<file path="config.mk">
export PLATFORM = sky130hd
export DESIGN_NAME = ldst_control_unit
export DESIGN_NICKNAME = d
export VERILOG_FILES = /design/src/rtl/ldst_control_unit.sv
export SDC_FILE = /design/constraint.sdc
export NUM_CORES = 1
export LEC_CHECK = 0
export ABC_AREA = 1
export BUFFER_PORTS_ARGS = -buffer_cell sky130_fd_sc_hd__buf_2
export CORE_MARGIN = 2
export CORE_UTILIZATION = 36
export CTS_CLUSTER_SIZE = 25
export DETAILED_ROUTE_END_ITERATION = 12
export GPL_TIMING_DRIVEN = 1
export PLACE_DENSITY_LB_ADDON = 0.05
export SLEW_MARGIN = 20
export SYNTH_ARGS = -nofsm -noshare
export SYNTH_HDL_FRONTEND = slang
export SYNTH_SLANG_ARGS = --single-unit
</file>
<file path="constraint.sdc">
create_clock -name Clock -period 1.32 [get_ports Clock]
set_input_delay 0 -clock Clock [delete_from_list [all_inputs] [get_ports Clock]]
set_output_delay 0 -clock Clock [all_outputs]
set_load 0.02 [all_outputs]
</file>
<file path="src/rtl/ldst_control_unit.sv">
// ldst_control_unit: hardwired Moore control-step sequencer for instruction
// fetch and the ld / ldi / st memory instructions. One control step per
// Clock cycle; every strobe is decoded from the current step and the opcode
// captured at entry to T3.
//
//   state   | meaning
//   --------+------------------------------------------------------------
//   S_RESET | idle after reset, all strobes low, Run low
//   S_T0    | PC -> MAR, PC incremented
//   S_T1    | memory read into MDR
//   S_T2    | MDR -> IR
//   S_T3    | base register -> Y (opcode captured on entry)
//   S_T4    | Y + C -> Z
//   S_T5    | Z -> MAR (ld/st) or Z -> Ra (ldi, last step)
//   S_T6    | read into MDR (ld) or Ra -> MDR (st)
//   S_T7    | MDR -> Ra (ld) or memory write (st), last step
//   S_HALT  | stopped until Reset, all strobes low, Run low
module ldst_control_unit #(
  parameter logic [4:0] OP_LD   = 5'b00000,
  parameter logic [4:0] OP_LDI  = 5'b00001,
  parameter logic [4:0] OP_ST   = 5'b00010,
  parameter logic [4:0] OP_HALT = 5'b11011,
  parameter logic [4:0] ALU_ADD = 5'b00011
) (
  input  logic        Clock,
  input  logic        Reset,
  input  logic [31:0] IR,
  input  logic        Stop,
  output logic        PCout,
  output logic        Zlowout,
  output logic        MDRout,
  output logic        MARin,
  output logic        Zin,
  output logic        PCin,
  output logic        MDRin,
  output logic        IRin,
  output logic        Yin,
  output logic        IncPC,
  output logic        Read,
  output logic        Write,
  output logic        Cout,
  output logic        GRA,
  output logic        GRB,
  output logic        GRC,
  output logic        Rin,
  output logic        Rout,
  output logic        BAout,
  output logic [4:0]  operation,
  output logic        Run
);

  typedef enum logic [3:0] {
    S_RESET, S_T0, S_T1, S_T2, S_T3, S_T4, S_T5, S_T6, S_T7, S_HALT
  } state_t;

  state_t     state, state_next;
  logic [4:0] opc;

  // Only the opcode field steers the sequence; the operand fields go to the datapath.
  logic unused_ir;
  assign unused_ir = ^IR[26:0];

  // State register; opcode is captured on the T2 -> T3 edge so later IR changes are ignored.
  always_ff @(posedge Clock or posedge Reset) begin
    if (Reset) begin
      state <= S_RESET;
      opc   <= 5'b00000;
    end else begin
      state <= state_next;
      if (state == S_T2) opc <= IR[31:27];
    end
  end

  // Next-step selection; Stop only matters on the final step of an instruction.
  always_comb begin
    state_next = state;
    case (state)
      S_RESET: state_next = S_T0;
      S_T0:    state_next = S_T1;
      S_T1:    state_next = S_T2;
      S_T2:    state_next = S_T3;
      S_T3: begin
        if (opc == OP_HALT)
          state_next = S_HALT;
        else if (opc == OP_LD || opc == OP_LDI || opc == OP_ST)
          state_next = S_T4;
        else
          state_next = S_T0;
      end
      S_T4:    state_next = S_T5;
      S_T5: begin
        if (opc == OP_LDI) state_next = Stop ? S_HALT : S_T0;
        else               state_next = S_T6;
      end
      S_T6:    state_next = S_T7;
      S_T7:    state_next = Stop ? S_HALT : S_T0;
      S_HALT:  state_next = S_HALT;
      default: state_next = S_RESET;
    endcase
  end

  // Moore output decode from the current step and captured opcode.
  always_comb begin
    PCout = 1'b0; Zlowout = 1'b0; MDRout = 1'b0; MARin = 1'b0; Zin = 1'b0;
    PCin = 1'b0; MDRin = 1'b0; IRin = 1'b0; Yin = 1'b0; IncPC = 1'b0;
    Read = 1'b0; Write = 1'b0; Cout = 1'b0; GRA = 1'b0; GRB = 1'b0;
    GRC = 1'b0; Rin = 1'b0; Rout = 1'b0; BAout = 1'b0;
    operation = 5'b00000;
    Run = (state != S_RESET) && (state != S_HALT);
    case (state)
      S_T0: begin PCout = 1'b1; MARin = 1'b1; IncPC = 1'b1; PCin = 1'b1; end
      S_T1: begin Read = 1'b1; MDRin = 1'b1; end
      S_T2: begin MDRout = 1'b1; IRin = 1'b1; end
      S_T3: begin GRB = 1'b1; BAout = 1'b1; Yin = 1'b1; end
      S_T4: begin Cout = 1'b1; operation = ALU_ADD; Zin = 1'b1; end
      S_T5: begin
        Zlowout = 1'b1;
        if (opc == OP_LDI) begin GRA = 1'b1; Rin = 1'b1; end
        else               MARin = 1'b1;
      end
      S_T6: begin
        if (opc == OP_LD) begin
          Read = 1'b1; MDRin = 1'b1;
        end else if (opc == OP_ST) begin
          GRA = 1'b1; Rout = 1'b1; MDRin = 1'b1;
        end
      end
      S_T7: begin
        if (opc == OP_LD) begin
          MDRout = 1'b1; GRA = 1'b1; Rin = 1'b1;
        end else if (opc == OP_ST) begin
          Write = 1'b1;
        end
      end
      default: ;
    endcase
  end

endmodule

</file>
==> reports/metrics.csv, run 1 <==
stage,metric,value,unit
yosys,Synth top area share,0.338,
cells_and_area,final non-filler cell total,170,
sta,Clock Skew,0.00382,ns
critical_path,Reg2Reg Depth,7,
cells_and_area,Ant. Diodes,0,
global_route,initial antenna violation count,0,
critical_path,FF-to-FF Start,state[3],
critical_path,Critical Path RT,1.32,ns
yosys,Mapped Cells,101,
power,Static Leak,0.562,nW
detailed_routing,Remaining DRCs,0,
yosys,syn_area_per_cell,6.59,um2
critical_path,slowest CP cell,dfrtp_1,
placement,port buffer count,28,
sta,fin crit share,1.05,
clock_tree,CTS tree,built,
critical_path,Critical Path Fanout Max,4,
cells_and_area,Final nets,181,
critical_path,Critical Path Source Type,register,
global_route,vias in the first global route,650,
cells_and_area,Area Overhead vs Synth,59.8,%
yosys,"area leader, netlist",dfrtp_1,
yosys,#FFs+latches synth,9,
critical_path,critical path class,reg2out,
detailed_routing,DR WL/cell,10.5,um
yosys,register area share after synthesis,0.338,
clock_tree,total CTS buffers,3,
floorplanning,overall die area,2210,um2
critical_path,CP Cell Sequence,inv_2 > nand4_1 > nor2_2 > nor2_1 > nand2_1 > buf_6,
critical_path,Slowest Stage Delay on Critical Path,0.42,ns
sta,Max Slew Vio Count,0,
detailed_routing,Initial DRC Count,15,
cells_and_area,Util after Layout,0.616,
critical_path,crit end category,primary output,
cells_and_area,layout cells sized above 1,0.483,
sta,RSZ-0062 raised after global routing,true,
power,VDD IR max,1.12,mV
sta,final setup violation count,8,
yosys,largest cells by area after synthesis,"dfrtp_1, nand2_1, buf_4",
floorplanning,Core Area,1730,um2
critical_path,worst setup path start,state[3],
detailed_routing,vias per cell,4.55,
placement,Placed Instances,146,
detailed_routing,DRT Pass-1 Iters,4,
sta,Setup WS post-layout,-0.0690,ns
global_route,gr ovfl total,0,
clock_tree,CTS Buffer Depth,2,
clock_tree,"Reg clk slew, reported paths",0.07,ns
yosys,Synth warnings,0,
power,PD cells,2410,nW/um2
clock_tree,CTS Sinks,9,
yosys,"Distinct cells, synth",15,
sta,fin crit period,1.39,ns
critical_path,Critical Path AT,1.39,ns
sta,final hold violations,0,
global_route,Overall Global Routing Usage,0.187,
placement,dpl hpwl,1170,um
placement,Final GP Congestion,0.807,
yosys,Synth Cell Area,666,um2
cells_and_area,fillcell total,164,
floorplanning,Top Ports,60,
clock_tree,latest clock arrival within the worst-skew pair,0.27,ns
detailed_routing,DR vias,773,
status,violated checks,negative setup slack,
detailed_routing,DRT antenna net count,0,
sta,Max Clk Rate,0.720,GHz
min_path,worst min-delay path class,in2async,
status,outcome,finished with violations,
floorplanning,Starting Density,0.386,
global_route,first-pass GRT wire length,2750,um
floorplanning,die width,47,um
floorplanning,row count,15,
detailed_routing,Routed Wire Length,1790,um
run,Max Cap Viol,0,
clock_tree,Root Buffer,clkbuf_4,
clock_tree,H-tree levels,1,
floorplanning,die height,47,um
global_route,largest net degree at the start of global routing,11,
stage by stage:
step | TNS [ns] | setup slack [ns] | total power (W) | cell area (um2) | hold WS, ns
6_report | -0.389 | -0.0690 | 0.00256 | 1060 | 0.236
2_1_floorplan | 0 | 0.0430 | 0.00155 | 677 | -0.172
5_1_grt | -1.17 | -0.162 | 0.00276 | 1060 | 0.266
4_1_cts | -0.244 | -0.0562 | 0.00229 | 962 | 0.244
3_5_place_dp | 0 | 0.102 | 0.00178 | 762 | -0.00932
3_3_place_gp | 0 | 0.151 | 0.00177 | 762 | -0.00401
kinds of logic after synthesis:
group | synth area share
other | 0.00563
and+or+nand+nor | 0.344
AOI/OAI and AO/OA | 0.0865
DFF | 0.338
buffers and inverters | 0.226
report_power, final:
part	total [W]	leakage, nW	switching [W]	internal (W)
clock	0.000229	0.0150	0.000112	0.000117
sequential	0.000580	0.111	0.000165	0.000416
combinational	0.00175	0.436	0.00106	0.000685
area by class of cell:
| cell class | count | area [um2] | share of cell area |
|---|---|---|---|
| clock buffer | 4 | 26.3 | 0.0247 |
| timing repair buffer | 49 | 345 | 0.325 |
| sequential | 9 | 226 | 0.213 |
| multi-input combinational | 68 | 378 | 0.355 |
| inverter | 15 | 56.3 | 0.0529 |
| tap | 25 | 31.3 | 0.0294 |
layer usage:
layer  part of all wire  global-route usage
met1               0.40               0.196
met4             0.0067              0.0889
met5                  0                   0
met3              0.044              0.0577
met2               0.55               0.337
Yosys cell counts:
master   count
dfrtp_1      9
nor2_1      15
o21ai_0      8
inv_1       13
o21a_1       1
nor2_2       4
buf_4       11
nand3_1      6
conb_1       1
buf_6        1
nand4_1      4
nand2_2      1
nand2_1     23
a21oi_1      2
inv_2        2
path summary, 6_finish.rpt:
kind | endpoint | slack [ns]
worst min register to register | state[0] | 0.54
min in group Clock | opc[1] | 0.45
worst min-delay path | opc[3] | 0.24
worst max register to register | opc[0] | 0.07
max in group asynchronous | state[0] | 0.79
worst max-delay path | GRA | -0.07
registers in the layout, summed over array words and instances (netlist names):
| signal | flops |
|---|---|
| opc | 5 |
| state | 4 |
layout by cell type, fill, tap and decap left out:
cell | synthesis | layout
buf_4 | 11 | 21
nand2_1 | 23 | 20
buf_2 | 0 | 19
nor2_1 | 15 | 9
nor2_4 | 0 | 8
inv_1 | 13 | 8
dfrtp_1 | 9 | 8
inv_2 | 2 | 7
dlygate4sd3_1 | 0 | 7
o21ai_0 | 8 | 4
nand2_2 | 1 | 4
nand4_1 | 4 | 4
nand3_1 | 6 | 4
conb_1 | 1 | 4
o21ai_1 | 0 | 3
clkbuf_4 | 0 | 3
nand3_2 | 0 | 2
nor2_2 | 4 | 2
a21oi_1 | 2 | 2
buf_6 | 1 | 2
o21a_1 | 1 | 1
o21ai_2 | 0 | 1
clkbuf_1 | 0 | 1
dfrtp_2 | 0 | 1
timing repair:
| item | in CTS | in global routing |
|---|---|---|
| setup endpoints to repair | 12 | 19 |
| pin swaps | 6 | 12 |
| resized for setup | 20 | 21 |
| hold buffers | 7 | 0 |
| setup buffers | 7 | 6 |
| hold endpoints to repair | 15 | 0 |
worst max-delay path, delay by kind of cell, from the launching register on:
family | cells | cell delay, ns
AND/OR/NAND/NOR | 4 | 0.50
buffers and inverters | 2 | 0.20
flip-flops | 1 | 0.42
(Power assumes the default switching activity.)
==> run 2, diff against run 1 <==
CORE_UTILIZATION = 30   (was 36)
==> reports/metrics.csv, run 2 (same netlist as run 1, synthesis figures left out) <==
stage,metric,value,unit,change
cells_and_area,Biggest register,opc,,
global_route,first-pass GRT wire length,3100,um,+13%
cells_and_area,fillcell total,214,,+30%
sta,RSZ-0062 raised after global routing,true,,
placement,dpl hpwl,1260,um,+8.2%
sta,final hold violations,0,,unchanged
detailed_routing,DRT Pass-1 Iters,6,,+2
detailed_routing,Initial DRC Count,21,,+6
detailed_routing,Remaining DRCs,0,,unchanged
global_route,largest net degree at the start of global routing,12,,+1
cells_and_area,layout cells sized above 1,0.539,,+0.0562
global_route,gr ovfl total,0,,unchanged
floorplanning,row count,17,,+2
clock_tree,CTS tree,built,,
critical_path,Slowest Stage Delay on Critical Path,0.42,ns,about the same
sta,worst hold slack,0.244,ns,+0.00765 ns
clock_tree,latest clock arrival within the worst-skew pair,0.27,ns,about the same
power,total power,0.00285,W,+11%
placement,DP Area,773,um2,+1.5%
sta,Clock Skew,0.00558,ns,+0.00176 ns
cells_and_area,"commonest non-fill, non-tap cell in the layout",buf_4,,
cells_and_area,Top Registers,"opc: 5 flops, state: 4 flops",,
critical_path,critical path class,reg2out,,
status,outcome,finished with violations,,
critical_path,crit end category,primary output,,
critical_path,CP Cell Sequence,buf_6 > nand4_1 > nor2_1 > nor2_1 > nand2_1 > buf_6,,
floorplanning,die height,51.1,um,+8.7%
power,Static Leak,0.616,nW,+9.6%
sta,final setup violation count,11,,+3
floorplanning,overall die area,2610,um2,+18%
clock_tree,CTS Buffer Depth,2,,unchanged
critical_path,Critical Path AT,1.50,ns,+0.11 ns
cells_and_area,"commonest cells after routing, fill and taps aside","buf_4, nand2_1, buf_2, buf_6, nor2_4",,
critical_path,slowest CP cell,dfrtp_1,,
floorplanning,Top Ports,60,,unchanged
global_route,initial antenna violation count,0,,unchanged
clock_tree,H-tree levels,1,,unchanged
critical_path,Critical Path RT,1.32,ns,about the same
clock_tree,Root Buffer,clkbuf_4,,
clock_tree,CTS Sinks,9,,unchanged
floorplanning,Core Area,2150,um2,+24%
global_route,vias in the first global route,756,,+16%
run,Max Cap Viol,0,,unchanged
sta,Max Slew Vio Count,0,,unchanged
floorplanning,Starting Density,0.310,,-0.0757
critical_path,Critical Path Source Type,register,,
cells_and_area,max reg flops,5,,unchanged
sta,Setup WS post-layout,-0.177,ns,-0.108 ns
critical_path,Critical Path Fanout Max,4,,unchanged
power,VDD IR max,0.997,mV,-11%
status,violated checks,negative setup slack,,
power,PD cells,2370,nW/um2,-1.3%
sta,fin crit period,1.50,ns,+0.108 ns
clock_tree,total CTS buffers,3,,unchanged
min_path,worst min-delay path class,in2async,,
placement,port buffer count,28,,unchanged
detailed_routing,DRT antenna net count,0,,unchanged
sta,Setup TNS Final,-0.710,ns,-0.321 ns
global_route,Overall Global Routing Usage,0.163,,-0.0244
floorplanning,die width,51.1,um,+8.7%
sta,Max Clk Rate,0.668,GHz,-7.2%
cells_and_area,Area Overhead vs Synth,80.3,%,
cells_and_area,Ant. Diodes,0,,unchanged
placement,Final GP Congestion,0.742,,-8.0%
detailed_routing,Routed Wire Length,2090,um,+17%
cells_and_area,Util after Layout,0.559,,-0.0574
detailed_routing,DR WL/cell,11.5,um,+9.4%
cells_and_area,cell area after layout,1200,um2,+13%
cells_and_area,Final nets,190,,+5.0%
detailed_routing,vias per cell,4.44,,-2.4%
clock_tree,"Reg clk slew, reported paths",0.07,ns,about the same
sta,fin crit share,1.13,,+0.0821
detailed_routing,DR vias,808,,+4.5%
## run 2: cell types whose count changed in the layout (fill, tap and decap cells not counted)
cell,delta
o21ai_0,+3
inv_2,-1
buf_2,-2
buf_6,+10
nor2_4,+2
nand2_1,-2
buf_4,+1
nor2_1,-2
nand2_2,+2
o21ai_1,-3
inv_4,+1
## run 2: final cells by class
cell class                      count  area [um2]  share of cell area
Clock buffer                        4        26.3              0.0219
Inverter                           15        58.8              0.0490
Multi-Input combinational cell     68         398               0.332
Sequential cell                     9         226               0.189
Tap cell                           28        35.0              0.0292
Timing Repair Buffer               58         455               0.380
## run 2: worst max-delay path, delay by kind of cell, from the launching register on
| family | cells | cell delay, ns |
|---|---|---|
| buffers and inverters | 2 | 0.25 |
| DFF | 1 | 0.42 |
| and+or+nand+nor | 4 | 0.57 |
## run 2: routing by layer
layer | share of wire | track usage
met2 | 0.58 | 0.318
met5 | 0 | 0
met1 | 0.37 | 0.162
met3 | 0.040 | 0.0351
met4 | 0.012 | 0.0676
## run 2: report_power, final
part / switching, W / internal [W] / total (W) / leakage [nW]
registers: 0.000152 / 0.000414 / 0.000566 / 0.110
clock network: 0.000111 / 0.000117 / 0.000228 / 0.0150
logic: 0.00115 / 0.000899 / 0.00205 / 0.490
total: 0.00142 / 0.00143 / 0.00285 / 0.616
## run 2: what timing repair did
action / CTS / global route
endpoints found under the setup margin: 19 / 22
pin swaps: 8 / 10
gates resized for setup: 34 / 23
gates cloned: 0 / 0
setup buffers: 14 / 7
endpoints found under the hold margin: 15 / 0
hold buffers: 7 / 0
## run 2: worst paths after layout
path / start / to / slack (ns) / cells after the start
min in group Clock: Stop / state[3] / 0.46 / 4
worst max register to register: state[3] / state[3] / -0.05 / 9
max in group asynchronous: Reset / state[3] / 0.78 / 3
worst max-delay path: state[0] / GRA / -0.18 / 6
worst min register to register: opc[2] / opc[2] / 0.61 / 2
worst min-delay path: Reset / opc[0] / 0.24 / 3
## run 2: through the flow
step,setup WS (ns),std cells
2_1_floorplan,0.0430,104
3_3_place_gp,0.118,150
3_5_place_dp,0.109,150
4_1_cts,-0.0824,175
5_1_grt,-0.242,182
6_report,-0.177,182
==> run 3, diff against run 2 <==
SETUP_SLACK_MARGIN = 0.4   (was unset)
==> reports/metrics.csv, run 3 (same netlist as run 1, synthesis figures left out) <==
stage,metric,value,unit,change
global_route,largest net degree at the start of global routing,10,,-2
clock_tree,latest clock arrival within the worst-skew pair,0.26,ns,about the same
power,Static Leak,0.632,nW,+2.6%
critical_path,critical path class,reg2out,,
cells_and_area,final non-filler cell total,179,,-1.6%
cells_and_area,Final nets,187,,-1.6%
sta,final setup violation count,7,,-4
floorplanning,die width,51.1,um,unchanged
sta,fin crit share,1.06,,-0.0764
status,violated checks,negative setup slack,,
detailed_routing,Remaining DRCs,0,,unchanged
run,Max Cap Viol,0,,unchanged
clock_tree,CTS tree,built,,
floorplanning,Core Area,2150,um2,unchanged
critical_path,Critical Path AT,1.40,ns,-0.10 ns
clock_tree,CTS Buffer Depth,2,,unchanged
cells_and_area,"commonest cells after routing, fill and taps aside","buf_4, buf_6, nand2_1, nand2_2",,
critical_path,crit end category,primary output,,
sta,Setup WS post-layout,-0.0764,ns,+0.101 ns
floorplanning,Top Ports,60,,unchanged
critical_path,Critical Path Fanout Max,6,,+2
power,combinational share of power,0.750,,+0.029
global_route,vias in the first global route,714,,-5.6%
cells_and_area,Area Overhead vs Synth,89.5,%,
global_route,Overall Global Routing Usage,0.166,,+0.00340
floorplanning,overall die area,2610,um2,unchanged
detailed_routing,vias per cell,4.28,,-3.5%
critical_path,Critical Path Source Type,register,,
detailed_routing,DRT antenna net count,0,,unchanged
sta,RSZ-0062 raised after global routing,true,,
detailed_routing,Initial DRC Count,13,,-38%
global_route,initial antenna violation count,0,,unchanged
placement,Final GP Congestion,0.735,,-1.0%
min_path,worst min-delay path class,in2async,,
placement,dpl hpwl,1320,um,+4.8%
placement,Placed Instances,152,,+1.3%
power,Flop pwr share,0.182,,-0.017
detailed_routing,DRT Pass-1 Iters,4,,-2
sta,fin crit period,1.40,ns,-0.101 ns
power,Switching Share,0.475,,-0.0231
detailed_routing,DR vias,767,,-5.1%
cells_and_area,layout cells sized above 1,0.596,,+0.0571
cells_and_area,Top Registers,"opc: 5 flops, state: 4 flops",,
clock_tree,CTS Sinks,9,,unchanged
floorplanning,die height,51.1,um,unchanged
power,Net Switching,0.00148,W,+4.6%
floorplanning,row count,17,,unchanged
critical_path,Critical Path RT,1.32,ns,about the same
clock_tree,"Reg clk slew, reported paths",0.06,ns,about the same
status,outcome,finished with violations,,
sta,Clock Skew,0.00592,ns,+0.000339 ns
clock_tree,Root Buffer,clkbuf_4,,
sta,final hold violations,0,,unchanged
power,clock group share of total power,0.068,,-0.012
detailed_routing,DR WL/cell,10.9,um,-5.5%
floorplanning,Starting Density,0.310,,unchanged
cells_and_area,max reg flops,5,,unchanged
sta,Max Clk Rate,0.716,GHz,+7.2%
power,PD cells,2480,nW/um2,+4.4%
power,Int Pwr,0.00164,W,+15%
clock_tree,H-tree levels,1,,unchanged
detailed_routing,Routed Wire Length,1940,um,-7.0%
cells_and_area,Ant. Diodes,0,,unchanged
placement,DP Area,842,um2,+8.9%
global_route,gr ovfl total,0,,unchanged
power,VDD IR max,1.16,mV,+17%
clock_tree,total CTS buffers,3,,unchanged
cells_and_area,Biggest register,opc,,
placement,port buffer count,28,,unchanged
global_route,first-pass GRT wire length,3170,um,+2.2%
cells_and_area,cell area after layout,1260,um2,+5.1%
cells_and_area,"commonest non-fill, non-tap cell in the layout",buf_4,,
sta,Max Slew Vio Count,0,,unchanged
==> run 3: final timing paths <==
path	slack, ns	endpoint	depth (start not counted)	from
setup reg to reg	0.09	opc[1]	6	state[2]
min in group Clock	0.48	state[3]	4	Stop
hold / removal	0.24	opc[3]	3	Reset
hold reg to reg	0.55	state[0]	1	state[0]
max in group asynchronous	0.79	state[0]	3	Reset
setup / recovery	-0.08	MDRout	6	state[0]
==> run 3: power by group through the flow <==
stage                     Combinational, W  Clock (W)  Sequential (W)
after floorplan                    0.00124          0        0.000521
after global placement             0.00147          0        0.000547
after detailed placement           0.00147          0        0.000545
after CTS                          0.00207   0.000223        0.000558
after global routing               0.00253   0.000247        0.000590
final                              0.00234   0.000212        0.000568
==> run 3: per-stage QoR <==
| stage | total power [W] | setup WS [ns] | util | setup TNS, ns | hold WS (ns) |
|---|---|---|---|---|---|
| after detailed placement | 0.00202 | 0.151 | 0.392 | 0 | -0.0121 |
| after global placement | 0.00201 | 0.148 | 0.392 | 0 | -0.0190 |
| after floorplan | 0.00176 | 0.235 | - | 0 | -0.172 |
| after global routing | 0.00337 | -0.167 | 0.587 | -1.41 | 0.263 |
| after CTS | 0.00285 | -0.0586 | 0.541 | -0.304 | 0.246 |
| final | 0.00312 | -0.0764 | 0.587 | -0.342 | 0.240 |
==> run 3: worst max-delay path: stages, from the launching register on <==
cell     delay [ns]
dfrtp_2        0.45
inv_4          0.08
nand4_1        0.15
nor2_2         0.20
inv_2          0.08
o21ai_4        0.06
buf_6          0.13
==> run 3: cell type report <==
class | instances | area [um2]
fill | 228 | 887
timing repair buffer | 55 | 488
multi-input combinational | 68 | 427
sequential | 9 | 226
inverter | 15 | 58.8
tap | 28 | 35.0
clock buffer | 4 | 26.3
==> run 3: routing by layer <==
layer | vias up | wire length, um | part of all wire | GRT usage
met5 | - | 0 | 0 | 0
met4 | 0 | 13 | 0.0067 | 0.0811
li1 | 402 | - | - | -
met1 | 339 | 845 | 0.43 | 0.201
met2 | 24 | 994 | 0.51 | 0.284
met3 | 2 | 90 | 0.046 | 0.0263
==> run 3: repair_timing <==
action | CTS | global route
pin swaps | 14 | 13
endpoints found under the setup margin | 29 | 30
setup buffers | 11 | 5
endpoints found under the hold margin | 15 | 0
resized for setup | 47 | 24
hold buffers | 7 | 0
